$ cat src/rtl/data_mem_arbiter.sv
// Round-robin arbiter sharing one DataMemory port between the core load/store
// path and the loader/debug port, with a loader lock and registered read responses.
module data_mem_arbiter #(
  parameter int DATA_WIDTH_POW = 6,
  parameter int ADDR_WIDTH_POW = 6,
  localparam int DATA_WIDTH = 1 << DATA_WIDTH_POW,
  localparam int ADDR_WIDTH = 1 << ADDR_WIDTH_POW
) (
  input  logic                  clk_in,
  input  logic                  reset,
  input  logic                  core_valid_in,
  input  logic                  core_write_in,
  input  logic [ADDR_WIDTH-1:0] core_addr_in,
  input  logic [DATA_WIDTH-1:0] core_wdata_in,
  output logic                  core_ready_out,
  output logic                  core_stall_out,
  output logic                  core_rvalid_out,
  output logic [DATA_WIDTH-1:0] core_rdata_out,
  input  logic                  ldr_valid_in,
  input  logic                  ldr_write_in,
  input  logic [ADDR_WIDTH-1:0] ldr_addr_in,
  input  logic [DATA_WIDTH-1:0] ldr_wdata_in,
  input  logic                  ldr_lock_in,
  output logic                  ldr_ready_out,
  output logic                  ldr_rvalid_out,
  output logic [DATA_WIDTH-1:0] ldr_rdata_out,
  output logic                  mem_read_out,
  output logic                  mem_write_out,
  output logic [ADDR_WIDTH-1:0] mem_addr_out,
  output logic [DATA_WIDTH-1:0] mem_wdata_out,
  input  logic [DATA_WIDTH-1:0] mem_rdata_in
);

  typedef enum logic {ST_SHARED, ST_LOCKED} state_e;
  typedef enum logic {GR_CORE, GR_LDR} grant_e;

  state_e                state_q, state_d;
  grant_e                last_grant_q, last_grant_d;
  logic                  grant_core, grant_ldr;
  logic                  core_rvalid_q, core_rvalid_d;
  logic                  ldr_rvalid_q, ldr_rvalid_d;
  logic [DATA_WIDTH-1:0] core_rdata_q, core_rdata_d;
  logic [DATA_WIDTH-1:0] ldr_rdata_q, ldr_rdata_d;

  // NOTE: every signal driven here gets a default first, so no path leaves it
  // unassigned and no latch is inferred.
  always_comb begin
    state_d      = state_q;
    last_grant_d = last_grant_q;
    grant_core   = 1'b0;
    grant_ldr    = 1'b0;
    case (state_q)
      ST_SHARED: begin
        if (core_valid_in && ldr_valid_in) begin
          grant_core = (last_grant_q == GR_LDR);
          grant_ldr  = (last_grant_q == GR_CORE);
        end else begin
          grant_core = core_valid_in;
          grant_ldr  = ldr_valid_in;
        end
        if (ldr_lock_in) state_d = ST_LOCKED;
      end
      ST_LOCKED: begin
        grant_ldr = ldr_valid_in;
        if (!ldr_lock_in) state_d = ST_SHARED;
      end
      default: state_d = ST_SHARED;
    endcase
    // Nothing is granted while reset is held, which also silences the memory port.
    if (reset) begin
      grant_core = 1'b0;
      grant_ldr  = 1'b0;
    end
    if (state_q == ST_SHARED) begin
      if (grant_core) last_grant_d = GR_CORE;
      if (grant_ldr)  last_grant_d = GR_LDR;
    end
  end

  always_comb begin
    mem_read_out  = 1'b0;
    mem_write_out = 1'b0;
    mem_addr_out  = '0;
    mem_wdata_out = '0;
    if (grant_core) begin
      mem_read_out  = ~core_write_in;
      mem_write_out = core_write_in;
      mem_addr_out  = core_addr_in;
      mem_wdata_out = core_wdata_in;
    end else if (grant_ldr) begin
      mem_read_out  = ~ldr_write_in;
      mem_write_out = ldr_write_in;
      mem_addr_out  = ldr_addr_in;
      mem_wdata_out = ldr_wdata_in;
    end
  end

  always_comb begin
    core_rvalid_d = grant_core & ~core_write_in;
    ldr_rvalid_d  = grant_ldr & ~ldr_write_in;
    core_rdata_d  = core_rvalid_d ? mem_rdata_in : core_rdata_q;
    ldr_rdata_d   = ldr_rvalid_d ? mem_rdata_in : ldr_rdata_q;
  end

  // NOTE: state registers use non-blocking assignments so every flop samples
  // pre-edge values regardless of process ordering.
  always_ff @(posedge clk_in or posedge reset) begin
    if (reset) begin
      state_q       <= ST_SHARED;
      last_grant_q  <= GR_LDR;
      core_rvalid_q <= 1'b0;
      ldr_rvalid_q  <= 1'b0;
      core_rdata_q  <= '0;
      ldr_rdata_q   <= '0;
    end else begin
      state_q       <= state_d;
      last_grant_q  <= last_grant_d;
      core_rvalid_q <= core_rvalid_d;
      ldr_rvalid_q  <= ldr_rvalid_d;
      core_rdata_q  <= core_rdata_d;
      ldr_rdata_q   <= ldr_rdata_d;
    end
  end

  assign core_ready_out  = grant_core;
  assign core_stall_out  = core_valid_in & ~grant_core;
  assign ldr_ready_out   = grant_ldr;
  assign core_rvalid_out = core_rvalid_q;
  assign core_rdata_out  = core_rdata_q;
  assign ldr_rvalid_out  = ldr_rvalid_q;
  assign ldr_rdata_out   = ldr_rdata_q;

endmodule

$ cat config.mk
export PLATFORM = sky130hd
export DESIGN_NAME = data_mem_arbiter
export DESIGN_NICKNAME = d
export VERILOG_FILES = /design/src/rtl/data_mem_arbiter.sv
export SDC_FILE = /design/constraint.sdc
export NUM_CORES = 1
export LEC_CHECK = 0
export CORE_AREA = 2 2 228 230
export DETAILED_ROUTE_END_ITERATION = 8
export DIE_AREA = 0 0 230 232
export GPL_ROUTABILITY_DRIVEN = 0
export GPL_TIMING_DRIVEN = 0
export PLACE_DENSITY = 0.53
export SYNTH_ARGS = -nofsm -noshare
export SYNTH_HDL_FRONTEND = slang
export SYNTH_SLANG_ARGS = --single-unit
$ cat constraint.sdc
create_clock -name clk_in -period 10.8 [get_ports clk_in]
set_input_delay 3.24 -clock clk_in [delete_from_list [all_inputs] [get_ports clk_in]]
set_output_delay 3.24 -clock clk_in [all_outputs]
set_load 0.1 [all_outputs]
# Yosys cells after proc, flatten, opt, wreduce, memory -nomap -nowiden
# Cells that the tools add are included.
# op_classes
n_mux	17
bitwise_logic	8
reduce_logical	3
# op_table
op	count
64-bit two-way mux	4
1-bit two-way mux	12
1-bit inverter	5
1-bit bitwise AND	3
1-bit one-hot mux with 2 select lines	1
2-bit AND reduction	1
2-bit nonzero test	1
1-bit logical AND	1
# totals
reg_bits	132
inputBits	327
output_inout_bits	263
word_cells	34

# Depth between registers and ports, before layout
# Gate-level depths: netlist (run 1).
# depth
word_depth	6
mapped_depth	6
mapped_depth_nobuf	4

# Least setup slack after synthesis (run 1)
# No wires, ideal clock.
# synth_timing
path_type	in2out
startpoint	in reset
endpoint	out mem_addr_out[54]
t_arrival_ps	8538
required_time_ps	7560
path_slack_ps	-978
path_stages	5
n_path_buf	2
cell_sequence	inv_1 -> and3_1 -> clkbuf_1 -> clkbuf_1 -> a22o_1
# synth_between
elab_chain_len	3
elab_cells_between_ends	4
classes_between	mux (4)
# synth_rtl
element	line_no	rtl
start: declaration	10	input logic reset,
1-bit two-way mux	70	if (reset) begin
named net ldr_ready_out	24	output logic ldr_ready_out,
64-bit two-way mux	90	end else if (grant_ldr) begin
64-bit two-way mux	85	if (grant_core) begin
end: declaration	29	output logic [ADDR_WIDTH-1:0] mem_addr_out,
# The timed path passes the listed nets, and every way through them passes these cells.

# Worst setup path in the final report (run 1)
# layout_timing
startpoint	in reset
endpoint	out mem_addr_out[1]
# layout_between
elab_chain_len	3
elab_cells_between_ends	4
classes_between	mux (4)
# layout_rtl
element	line_no
1-bit two-way mux	70
64-bit two-way mux	90
64-bit two-way mux *	85
# Every way passes the cells marked *; elsewhere a longest branch is shown, timed or not.

==> results of run 1 <==
[path summary, 6_finish.rpt]
| path | to | start | depth (start not counted) | slack [ps] |
|---|---|---|---|---|
| setup reg to reg | core_rdata_out[30]$_DFFE_PP0P_ | state_q$_DFF_PP0_ | 5 | 8820 |
| hold / removal | core_rdata_out[5]$_DFFE_PP0P_ | core_rdata_out[5]$_DFFE_PP0P_ | 1 | 480 |
| min in group asynchronous | core_rdata_out[41]$_DFFE_PP0P_ | reset | 2 | 3430 |
| hold reg to reg | core_rdata_out[5]$_DFFE_PP0P_ | core_rdata_out[5]$_DFFE_PP0P_ | 1 | 480 |
| setup / recovery | mem_addr_out[1] | reset | 9 | 260 |
| max in group asynchronous | core_rdata_out[26]$_DFFE_PP0P_ | reset | 4 | 6500 |
[state kept, by name, summed over array words and instances (netlist names)]
| name | flops |
|---|---|
| core_rdata_out | 64 |
| state_q | 1 |
| last_grant_q | 1 |
| ldr_rvalid_out | 1 |
| ldr_rdata_out | 64 |
| core_rvalid_out | 1 |
[metal layers]
metal	share of wire, %	vias to the layer above	GRT usage [%]
met3	8.7	54	5.526
li1	-	2942	-
met4	3.9	6	6.976
met5	0.078	-	0
met2	53	356	29.04
met1	34	3284	15.54
[through the flow]
step	setup TNS [ps]	area (µm²)	utilization (%)	hold slack, ps	std cells
6_report	0	13520	26.58	484.7	1754
2_1_floorplan	0	6198	-	554.1	446
3_3_place_gp	-234490	12940	25.44	467.6	1715
5_1_grt	-1.792	13520	26.57	497.3	1753
4_1_cts	0	13520	26.56	487.8	1750
3_5_place_dp	-6818	12990	25.53	474.0	1718
[layout make-up]
cell class	instances	area share, %
Clock buffer	17	3.146
Multi-Input combinational cell	269	19.63
Timing Repair Buffer	592	43.39
Tap cell	680	6.291
Inverter	2	0.08326
Antenna cell	4	0.07401
Sequential cell	132	24.43
Clock inverter	15	1.267
Buffer	43	1.684
[critical path: stages]
cell             delay [ps]
clkdlybuf4s50_1         520
clkinvlp_4              610
buf_12                  310
and3_1                  180
clkbuf_1                290
clkbuf_1                480
clkbuf_1                500
a22o_1                  250
clkdlybuf4s15_1         880
[cell families after synthesis]
family                 count (synthesis)
AOI/OAI and AO/OA                    130
buffers and inverters                 45
DFF                                  132
muxes                                128
and+or+nand+nor                       11
[cells in the final DEF, fill, tap and decap left out, types with 3 or more instances in the layout]
master           synthesis  final
clkdlybuf4s50_1          0    489
dfrtp_1                131    131
a22o_1                 130    130
mux2_2                  90     90
mux2_1                  38     38
dlymetal6s2s_1           0     35
buf_2                   26     29
dlygate4sd2_1            0     27
clkbuf_2                 0     26
clkbuf_16                0     17
clkbuf_1                10     10
clkdlybuf4s15_1          0      6
diode_2                  0      4
buf_6                    4      4
clkinvlp_4               0      4
clkinv_4                 0      4
inv_6                    0      3
buf_12                   0      3
clkdlybuf4s15_2          0      3
[power by group through the flow]
stage / combinational, mW / sequential, mW / clock (mW)
6_report: 1.82 / 0.678 / 0.592
5_1_grt: 1.86 / 0.694 / 0.630
4_1_cts: 1.84 / 0.680 / 0.615
3_5_place_dp: 1.84 / 0.687 / 0
3_3_place_gp: 1.84 / 0.681 / 0
2_1_floorplan: 0.406 / 1.57 / 0
[timing repair]
action / CTS / global route
pin swaps: 0 / 0
setup endpoints to repair: 62 / 67
resized for setup: 68 / 93
==> impl_metrics.json, run 1 <==
{
  "io_buffers": 589,
  "via_per_inst": 3.787,
  "synth_fa_ha_area_share_pct": 0,
  "path_class": "input port to output port",
  "grt_max_degree": 40,
  "place_hpwl_um": 37430,
  "drt_iter0_markers": 203,
  "p_sw_share_pct": 54.29,
  "setup_violations": 0,
  "syn_area_per_cell_um2": 13.89,
  "clkPwrFrac_pct": 19.2,
  "comb_power_share_pct": 58.9,
  "power_switching_mw": 1.678,
  "nFillCells": 5408,
  "cp-end-kind": "output port",
  "wl_per_cell_um": 24.97,
  "nets": 1384,
  "post-route-period-util_pct": 97.55,
  "cts_tree": "built",
  "cts_sinks": 132,
  "power_frac_seq_pct": 21.9,
  "yosys.area.top_type": "dfrtp_1",
  "tightest_slew_ps": 1212,
  "io_pins": 590,
  "synth_top_area_share_pct": 52.92,
  "arrival_ps": 7300,
  "cp_max_fo": 36,
  "multi_input_area_mm2": 0.002655,
  "start_util_pct": 12.17,
  "crit_required_ps": 7560,
  "antenna_found_initial": 12,
  "cts_htree_levels": 4,
  "numCtsBuffers": 17,
  "clk_pin_slew_ps": 60,
  "drive_gt1_share_pct": 18.13,
  "clockRootBuffer": "clkbuf_16",
  "synth_top_family_by_area": "multiplexers",
  "post_cts_buffers": 0,
  "ys.flop_type": "dfrtp_1",
  "hold_viol": 0,
  "dr.pass1.iters": 4,
  "drc": 0,
  "async_flop_share_pct": 100.0,
  "synth.mux.area_fraction_pct": 23.27,
  "yosysWarnings": 0,
  "yosys-top-cells-count": "dfrtp_1, a22o_1, mux2_2",
  "hold_class": "flip-flop to flip-flop",
  "core_mm2": 0.05089,
  "synth-compound-area-share_pct": 18.38,
  "synthCells": 446,
  "fin_ws_ps": 264.5,
  "die_w_um": 230,
  "cellPowerDensity_mw_per_mm2": 228.6,
  "drv_cap": 0,
  "yosysMostFrequentCell": "dfrtp_1",
  "syn_nets": 773,
  "antenna_left": 0,
  "seq_area_frac_synth_pct": 53.34,
  "area_delta_synth_final_pct": 118.3,
  "clockBufferDepth": 2,
  "finalPower_mw": 3.091,
  "grt_pass1_wl_um": 56960,
  "clock_latency_ps": 440,
  "fin_crit_ps": 10540,
  "pre_cts_ws_ps": -332.5,
  "grt_pass1_vias": 6887,
  "yosys.area_share.simple_pct": 1.212,
  "leakage_nw": 6.014,
  "status": "finished clean",
  "finClkSkew_ps": 7.134,
  "maxClockFrequency_mhz": 94.92,
  "vias": 6642,
  "seq_area_mm2": 0.003304,
  "grt_overflow_total": 0,
  "globalRouteTotalUtil_pct": 15.61,
  "synth.distinct_cells": 21,
  "postCtsHoldBufs": 0,
  "synth-xor-area-share_pct": 0,
  "num_rows": 83,
  "slew_headroom_pct": 19.51,
  "p_int_mw": 1.413,
  "irDropWorstVdd_v": 0.0001699,
  "synth_edf_count": 0,
  "finalWirelength_um": 43800,
  "ys_top_cells_by_area": "dfrtp_1, a22o_1, mux2_2, mux2_1, buf_2",
  "synth_area_mm2": 0.006195,
  "maxSlewViolCount": 0,
  "critPathLaunchType": "input port",
  "fp.dieH_um": 232,
  "ys_ff_latch": 132,
  "dieArea_mm2": 0.05336
}
Power figures use the tool's default switching activity.
==> inputs of run 2 (changes only) <==
- ABC_AREA: unset -> 1
- HOLD_SLACK_MARGIN: unset -> 0.05
- PLACE_DENSITY: 0.53 -> 0.54
- clock period: 10.8 -> 10.75 ns (I/O delays scaled with it)
==> run 2 against run 1 <==
Register-to-register slack worse by 210 ps. Area after synthesis increased by 21%. Clock-buffer cell count is the same. First-iteration DRC count rose to 3.0 times the previous value. Largest cell class unchanged.
==> impl_metrics.json, run 2 <==
{
  "synthCells": 1025,
  "critPathLaunchType": "input port",
  "nets": 1964,
  "hold_class": "flip-flop to flip-flop",
  "globalRouteTotalUtil_pct": 20.11,
  "clock_latency_ps": 430,
  "ctsResizeCount": 0,
  "dr.pass1.iters": 5,
  "grt_pass1_vias": 10240,
  "hold_viol": 0,
  "wl_per_cell_um": 23.70,
  "cellPowerDensity_mw_per_mm2": 195.5,
  "finClkSkew_ps": 8.334,
  "yosysMostFrequentCell": "nand2_1",
  "place_hpwl_um": 46270,
  "post-route-period-util_pct": 96.55,
  "yosys-top-cells-count": "nand2_1, inv_1, nand3_1",
  "p_sw_share_pct": 54.30,
  "via_per_inst": 4.248,
  "synth.distinct_cells": 16,
  "ys_ff_latch": 132,
  "comb_power_share_pct": 56.2,
  "synth_top_area_share_pct": 43.91,
  "cp-end-kind": "output port",
  "crit_path_cell_trace": "clkdlybuf4s50_1 -> clkinvlp_4 -> nand2_1 -> nor2_2 -> nand2_1 -> buf_4 -> buf_6 -> o21ai_1 -> clkdlybuf4s50_1",
  "drv_cap": 0,
  "ys.flop_type": "dfrtp_1",
  "whs_ps": 470.4,
  "cts_sinks": 132,
  "hp-start": "core_rdata_out[18]$_DFFE_PP0P_",
  "tightest_slew_ps": 1432,
  "seq_area_frac_synth_pct": 44.26,
  "cts_htree_levels": 4,
  "finalWirelength_um": 55300,
  "slew_headroom_pct": 4.215,
  "grt_overflow_total": 0,
  "ff2ff_path_depth": 6,
  "maxClockFrequency_mhz": 96.35,
  "post_cts_buffers": 0,
  "power_frac_seq_pct": 22.4,
  "power_switching_mw": 1.583,
  "start_util_pct": 14.67,
  "status": "finished clean",
  "maxSlewViolCount": 0,
  "path_class": "input port to output port",
  "syn_area_per_cell_um2": 7.284,
  "vias": 9911,
  "antenna_found_initial": 7,
  "fin_ws_ps": 370.8,
  "rsz0062_at_grt": "false",
  "pre_cts_ws_ps": 340.8,
  "whs_path_depth": 2,
  "crit_required_ps": 7530,
  "io_pins": 590,
  "syn_nets": 1352,
  "grt_max_degree": 42,
  "postCtsHoldBufs": 0,
  "core_mm2": 0.05089,
  "final_cell_mix": "clkdlybuf4s50_1, nand2_1, inv_1",
  "num_rows": 83,
  "fp.dieH_um": 232,
  "antenna_left": 0,
  "p_int_mw": 1.333,
  "async_flop_share_pct": 100.0,
  "clk_pin_slew_ps": 60,
  "area_delta_synth_final_pct": 99.85,
  "drt_iter0_markers": 613,
  "yosys.area.top_type": "dfrtp_1",
  "reg2reg_to": "ldr_rdata_out[37]$_DFFE_PP0P_",
  "drc": 0,
  "fin_crit_ps": 10380,
  "drive_gt1_share_pct": 6.606,
  "placed_area_mm2": 0.01430,
  "holdPathEnd": "core_rdata_out[18]$_DFFE_PP0P_",
  "clockBufferDepth": 2,
  "final_common_cell": "clkdlybuf4s50_1",
  "synth_area_mm2": 0.007466,
  "yosysWarnings": 0,
  "finalPower_mw": 2.916,
  "io_buffers": 589,
  "die_w_um": 230,
  "clkPwrFrac_pct": 21.5,
  "synth_edf_count": 0,
  "cp_max_fo": 24,
  "leakage_nw": 6.714,
  "worst_path_max_delay_cell": "clkdlybuf4s50_1",
  "clockRootBuffer": "clkbuf_16",
  "ys_top_cells_by_area": "dfrtp_1, nand2_1, nand4_1, nand3_1, o21ai_1",
  "grt_pass1_wl_um": 76650,
  "rrSetupSlack_ps": 8610,
  "fin_area_mm2": 0.01492,
  "arrival_ps": 7150,
  "setup_violations": 0,
  "irDropWorstVdd_v": 0.0001354,
  "numCtsBuffers": 17,
  "dieArea_mm2": 0.05336,
  "critPathMaxStageDelay_ps": 1270,
  "cts_tree": "built",
  "reg2reg_from": "last_grant_q$_DFFE_PP1P_"
}
run 2: cell count changes in the layout (fill, tap and decap cells not counted), sizes merged, moves of 9 or more:
cell	change
nand2	+260
dlygate4sd2	-27
clkbuf	-14
mux2	-128
nand4	+129
dlymetal6s2s	-35
nand3	+132
inv	+141
o21ai	+130
buf	+42
clkdlybuf4s15	-9
clkdlybuf4s50	+99
a22o	-130
run 2: critical path, delay by kind of cell:
kind	cells	cell delay (ps)
compound gates	1	590
simple gates	3	590
buf+inv	5	2720
run 2: cell type report:
class	instances	area, µm²
Fill cell	5504	35970
Timing Repair Buffer	593	5978
Sequential cell	132	3304
Multi-Input combinational cell	656	3118
Tap cell	680	850.8
Inverter	139	525.5
Buffer	98	521.8
Clock buffer	17	425.4
Clock inverter	15	188.9
Antenna cell	3	7.507
run 2: cell families after synthesis:
logic type             synth area share, %
AND/OR/NAND/NOR                      33.05
buffers and inverters                13.98
flip-flops                           44.26
AO/OA/AOI/OAI                        8.715
run 2: layer usage:
layer	global-route usage, %	wire length (µm)	vias to the layer above
li1	-	-	4637
met1	27.41	25820	4791
met2	31.33	24140	420
met3	5.636	4190	53
met4	4.798	1088	10
met5	0	63	-
run 2: stage by stage:
stage | setup TNS (ps) | util (%) | std cells
floorplan | 0 | - | 1025
global placement | -186800 | 27.94 | 2294
detailed placement | 0 | 28.10 | 2298
CTS | 0 | 29.31 | 2330
global route | 0 | 29.31 | 2330
finish | 0 | 29.32 | 2333
run 2: worst max-delay path by stage:
stage                from                 to  slack [ps]  cells past startpoint
finish              reset  mem_wdata_out[61]         370                      9
global route        reset   mem_wdata_out[6]         170                      8
CTS                 reset   mem_wdata_out[6]         320                      8
detailed placement  reset   mem_wdata_out[6]         340                      8
global placement    reset   mem_wdata_out[6]       -1890                      8
floorplan           reset     core_stall_out          70                      7
run 2: power by group through the flow:
stage	logic, mW	clock network, mW	registers (mW)
after floorplan	0.405	0	1.37
after global placement	1.64	0	0.657
final	1.64	0.626	0.653
after CTS	1.65	0.639	0.653
after global routing	1.69	0.659	0.665
after detailed placement	1.64	0	0.659
==> inputs of run 3 (changes only) <==
- CORE_AREA: 2 2 228 230 -> 2 2 231 233
- DIE_AREA: 0 0 230 232 -> 0 0 233 235
- DONT_BUFFER_PORTS: unset -> 1
- PLACE_DENSITY: 0.54 -> 0.39
==> run 3 against run 2 <==
The flow now finishes with violations (max-capacitance violations, max-slew violations). Critical endpoint is now core_stall_out. Core utilization is 11 points lower. Flip-flop and latch count stayed put. Clock skew is 7.8 ps higher. Via count is 20% lower. Power is 14% lower. Routed wire length is 11% lower. Non-clock buffer count is 588 lower. Die area is 2.6% higher.
==> impl_metrics.json, run 3 (synthesis results as in run 2) <==
{
  "drive_gt1_share_pct": 22.32,
  "post-route-period-util_pct": 87.44,
  "numCtsBuffers": 17,
  "maxClockFrequency_mhz": 106.4,
  "finClkSkew_ps": 16.17,
  "wl_per_cell_um": 27.98,
  "io_pins": 590,
  "cp_max_fo": 29,
  "cts_tree": "built",
  "dr.pass1.iters": 5,
  "fin_crit_ps": 9399,
  "place_inst": 1718,
  "clock_latency_ps": 450,
  "rsz0062_at_grt": "false",
  "rrSetupSlack_ps": 8650,
  "crit_required_ps": 7530,
  "place_hpwl_um": 40980,
  "whs_path_depth": 2,
  "final_cell_mix": "nand2_1, inv_1, nand3_1",
  "ctsResizeCount": 0,
  "clockRootBuffer": "clkbuf_16",
  "core_mm2": 0.05224,
  "grt_overflow_total": 0,
  "cellPowerDensity_mw_per_mm2": 263.0,
  "holdPathEnd": "last_grant_q$_DFFE_PP1P_",
  "post_cts_buffers": 0,
  "final_common_cell": "nand2_1",
  "antenna_found_initial": 8,
  "finalWirelength_um": 49130,
  "vias": 7928,
  "globalRouteTotalUtil_pct": 17.22,
  "finalPower_mw": 2.510,
  "status": "finished with violations",
  "cts_htree_levels": 4,
  "antenna_left": 0,
  "clockBufferDepth": 2,
  "path_class": "input port to output port",
  "leakage_nw": 4.697,
  "final_cell_count_no_fill": 1756,
  "clk_pin_slew_ps": 70,
  "drt_iter0_markers": 566,
  "drv_cap": 3,
  "postCtsHoldBufs": 0,
  "io_buffers": 0,
  "critPathLaunchType": "input port",
  "cp-end-kind": "output port",
  "arrival_ps": 6170,
  "irDropWorstVdd_v": 0.0001220,
  "slew_headroom_pct": -2.468,
  "die_w_um": 233,
  "fp.dieH_um": 235,
  "violations": "max-capacitance violations, max-slew violations",
  "final_util_pct": 18.27,
  "grt_pass1_wl_um": 64690,
  "cts_sinks": 132,
  "setup_violations": 0,
  "drc": 0,
  "placed_area_mm2": 0.008955,
  "hold_class": "flip-flop to flip-flop",
  "grt_max_degree": 39,
  "reg2reg_to": "ldr_rdata_out[39]$_DFFE_PP0P_",
  "ff2ff_path_depth": 6,
  "area_delta_synth_final_pct": 27.84,
  "nets": 1376,
  "grt_pass1_vias": 7514,
  "start_util_pct": 14.29,
  "num_rows": 84,
  "dieArea_mm2": 0.05476,
  "via_per_inst": 4.515,
  "hold_viol": 0,
  "reg2reg_from": "state_q$_DFF_PP0_",
  "maxSlewViolCount": 2,
  "tightest_slew_ps": 1537,
  "hp-start": "last_grant_q$_DFFE_PP1P_",
  "fin_area_mm2": 0.009544
}
## run 3: critical path, cell delays in order
cell and delay (ps):
clkinvlp_4 200, buf_12 260, nand2_1 90, nor2_2 60
nand2_1 300, buf_2 400, inv_1 490, nor2_2 1120
## run 3: worst max path at each step
stage,startpoint,endpoint,slack [ps],cells after the start
global placement,reset,mem_addr_out[63],-1970,6
CTS,reset,core_stall_out,1280,8
global route,reset,core_stall_out,1180,8
floorplan,reset,core_stall_out,70,7
detailed placement,reset,core_stall_out,1280,8
finish,reset,core_stall_out,1350,8
## run 3: layout make-up
class	instances	area, µm²
fillers	5883	42690
multi-input cells	656	3650
flip-flops and latches	132	3304
well taps	688	860.8
inverters	139	525.5
plain buffers	98	521.8
clock buffers	20	446.7
clock inverters	12	120.1
repair buffers	5	100.1
diodes	6	15.01
## run 3: where the power goes
part	switching, mW	internal, mW	total (mW)
Sequential	0.825	0.577	1.40
Combinational	0.438	0.0852	0.523
Clock	0.256	0.329	0.585
Total	1.52	0.991	2.51
## run 3: metal layers
| metal | share of wire, % | vias to the layer above | GRT usage (%) |
|---|---|---|---|
| met3 | 13 | 44 | 9.697 |
| met2 | 45 | 494 | 26.35 |
| met4 | 1.7 | 8 | 3.841 |
| met5 | 0.57 | - | 1.696 |
| li1 | - | 3456 | - |
| met1 | 40 | 3926 | 20.76 |
## run 3: through the flow
step / TNS (ps) / hold WS [ps] / setup WS, ps
after floorplan: 0 / 470.3 / 67.57
after global placement: -97810 / 482.2 / -1967
after detailed placement: 0 / 495.9 / 1279
after CTS: 0 / 506.5 / 1280
after global routing: 0 / 523.4 / 1176
final: 0 / 507.2 / 1351
==> patch, RTL diff (config.mk and constraints of run 2) <==
Take the reset off `ldr_rdata_q` and load it in a clocked block of its own.
--- a/src/rtl/data_mem_arbiter.sv
+++ b/src/rtl/data_mem_arbiter.sv
@@ -113,3 +113,2 @@
       core_rdata_q  <= '0;
-      ldr_rdata_q   <= '0;
     end else begin
@@ -120,4 +119,7 @@
       core_rdata_q  <= core_rdata_d;
-      ldr_rdata_q   <= ldr_rdata_d;
     end
+  end
+
+  always_ff @(posedge clk_in) begin
+    ldr_rdata_q <= ldr_rdata_d;
   end
Function: differs if reset is asserted again (counterexample within 4 cycles, from zero or initial values and one cycle with reset high); with reset held inactive, the same outputs for 4 cycles.
==> patch against run 2 <==
Cell area decreased by 6.1%; sequential power decreased by 3.2%; core utilization decreased by 1.8 points; die area unchanged; setup slack improved by 0.72 ns; count of clock-buffer cells in the layout increased by 3; sequential share of layout area increased by 3.7 points; register-to-register slack improved by 0.26 ns; highest routed layer is now met4; combinational power decreased by 26%; synthesized area decreased by 12%; wire length decreased by 24%; power decreased by 16%; sequential cell count unchanged.
==> patch: results (changes against run 2) <==
status - complete, no violations
share of post-route cells with drive strength above 1 - 6.65% (+0.047 points)
Clock Skew - 0.0131 ns (+0.00478 ns)
top cells by count, synth - nand2_1, nand3_1, dfrtp_1
drt wl/cell - 19.9 um (-16%)
DR iter-0 viols - 414 (-32%)
Post-Syn Nets - 1,131 (-16%)
max incr delay on CP - 1.16 ns (-0.11 ns)
CP Max Fanout - 10 (-58%)
Seq/Total Area, Yosys - 55.2% (+11 points)
hold path start - core_rdata_out[28]
largest cells by area after synthesis - edfxtp_1, dfrtp_1, nand2_1, nand3_1, nand4_1
Pleak - 5.93 nW (-12%)
vias per cell - 3.83 (-9.8%)
Multi-In Gates - 593 (-9.6%)
FF/Latch Area - 3620 um2 (+9.7%)
Antenna diodes - 1 (-2)
Via Count - 8,077 (-19%)
worst slew pin tran - 1.21 ns (-0.218 ns)
placed cell areas - 13,400 um2 (-6.3%)
Worst R2R Start - state_q
multi-input gate share of total cell area - 18.3% (-2.6 points)
initial antenna violation count - 1 (-6)
buffering overhead - 45.1% (+1.6 points)
first-pass GRT wire length - 57,200 um (-25%)
HPWL after detailed placement - 35,600 um (-23%)
nonclk buf count - 662 (-4.2%)
clk_buf instances - 20 (+3)
Mapped Cells - 804 (-22%)
Post-synth EDFFs - 64 (+64)
placed cells - 2,076 (-9.7%)
WP data arrival - 6.44 ns (-0.71 ns)
asr flop ratio synth - 51.5% (-48 points)
patch: changes by cell type after synthesis, sizes merged:
cell / before / now
buf: 76 / 61
inv: 139 / 9
nand2: 261 / 390
nand3: 132 / 130
nand4: 129 / 65
clkbuf: 22 / 9
edfxtp: 0 / 64
dfrtp: 131 / 67
nor2: 4 / 5
o21ai: 130 / 3
patch: through the flow:
| stage | util (%) | hold WS (ns) |
|---|---|---|
| after detailed placement | 26.3 | 0.458 |
| after global routing | 27.5 | 0.483 |
| after floorplan | - | 0.426 |
| after global placement | 26.2 | 0.454 |
| final | 27.5 | 0.470 |
| after CTS | 27.5 | 0.473 |
patch: layer usage:
metal / share of wire [%] / global-route usage, %
met3: 5.9 / 3.22
met4: 1.8 / 4.11
met2: 53 / 27.9
met5: 0 / 0
met1: 39 / 17.0
patch: logic make-up after synthesis:
| logic type | share of synthesized area, % |
|---|---|
| compound gates | 0.228 |
| buf+inv | 5.92 |
| simple gates | 38.7 |
| flops | 55.2 |
patch: where the power goes:
| part | switching (mW) | leakage (nW) | internal [mW] |
|---|---|---|---|
| sequential | 0.0347 | 1.44 | 0.598 |
| combinational | 0.916 | 4.20 | 0.304 |
| clock | 0.246 | 0.283 | 0.366 |
| total | 1.20 | 5.93 | 1.27 |
patch: worst paths after layout:
kind                                 endpoint  slack (ns)
max                          mem_wdata_out[4]        1.09
min                        core_rdata_out[28]        0.47
max reg2reg                 ldr_rdata_out[45]        8.87
min reg2reg                core_rdata_out[28]        0.47
max in group asynchronous  core_rdata_out[44]        6.90
min in group asynchronous  core_rdata_out[30]        3.25
patch: worst max-delay path, delay by kind of cell:
family,cells,cell delay (ns)
AND/OR/NAND/NOR,4,0.70
buffers and inverters,4,2.47
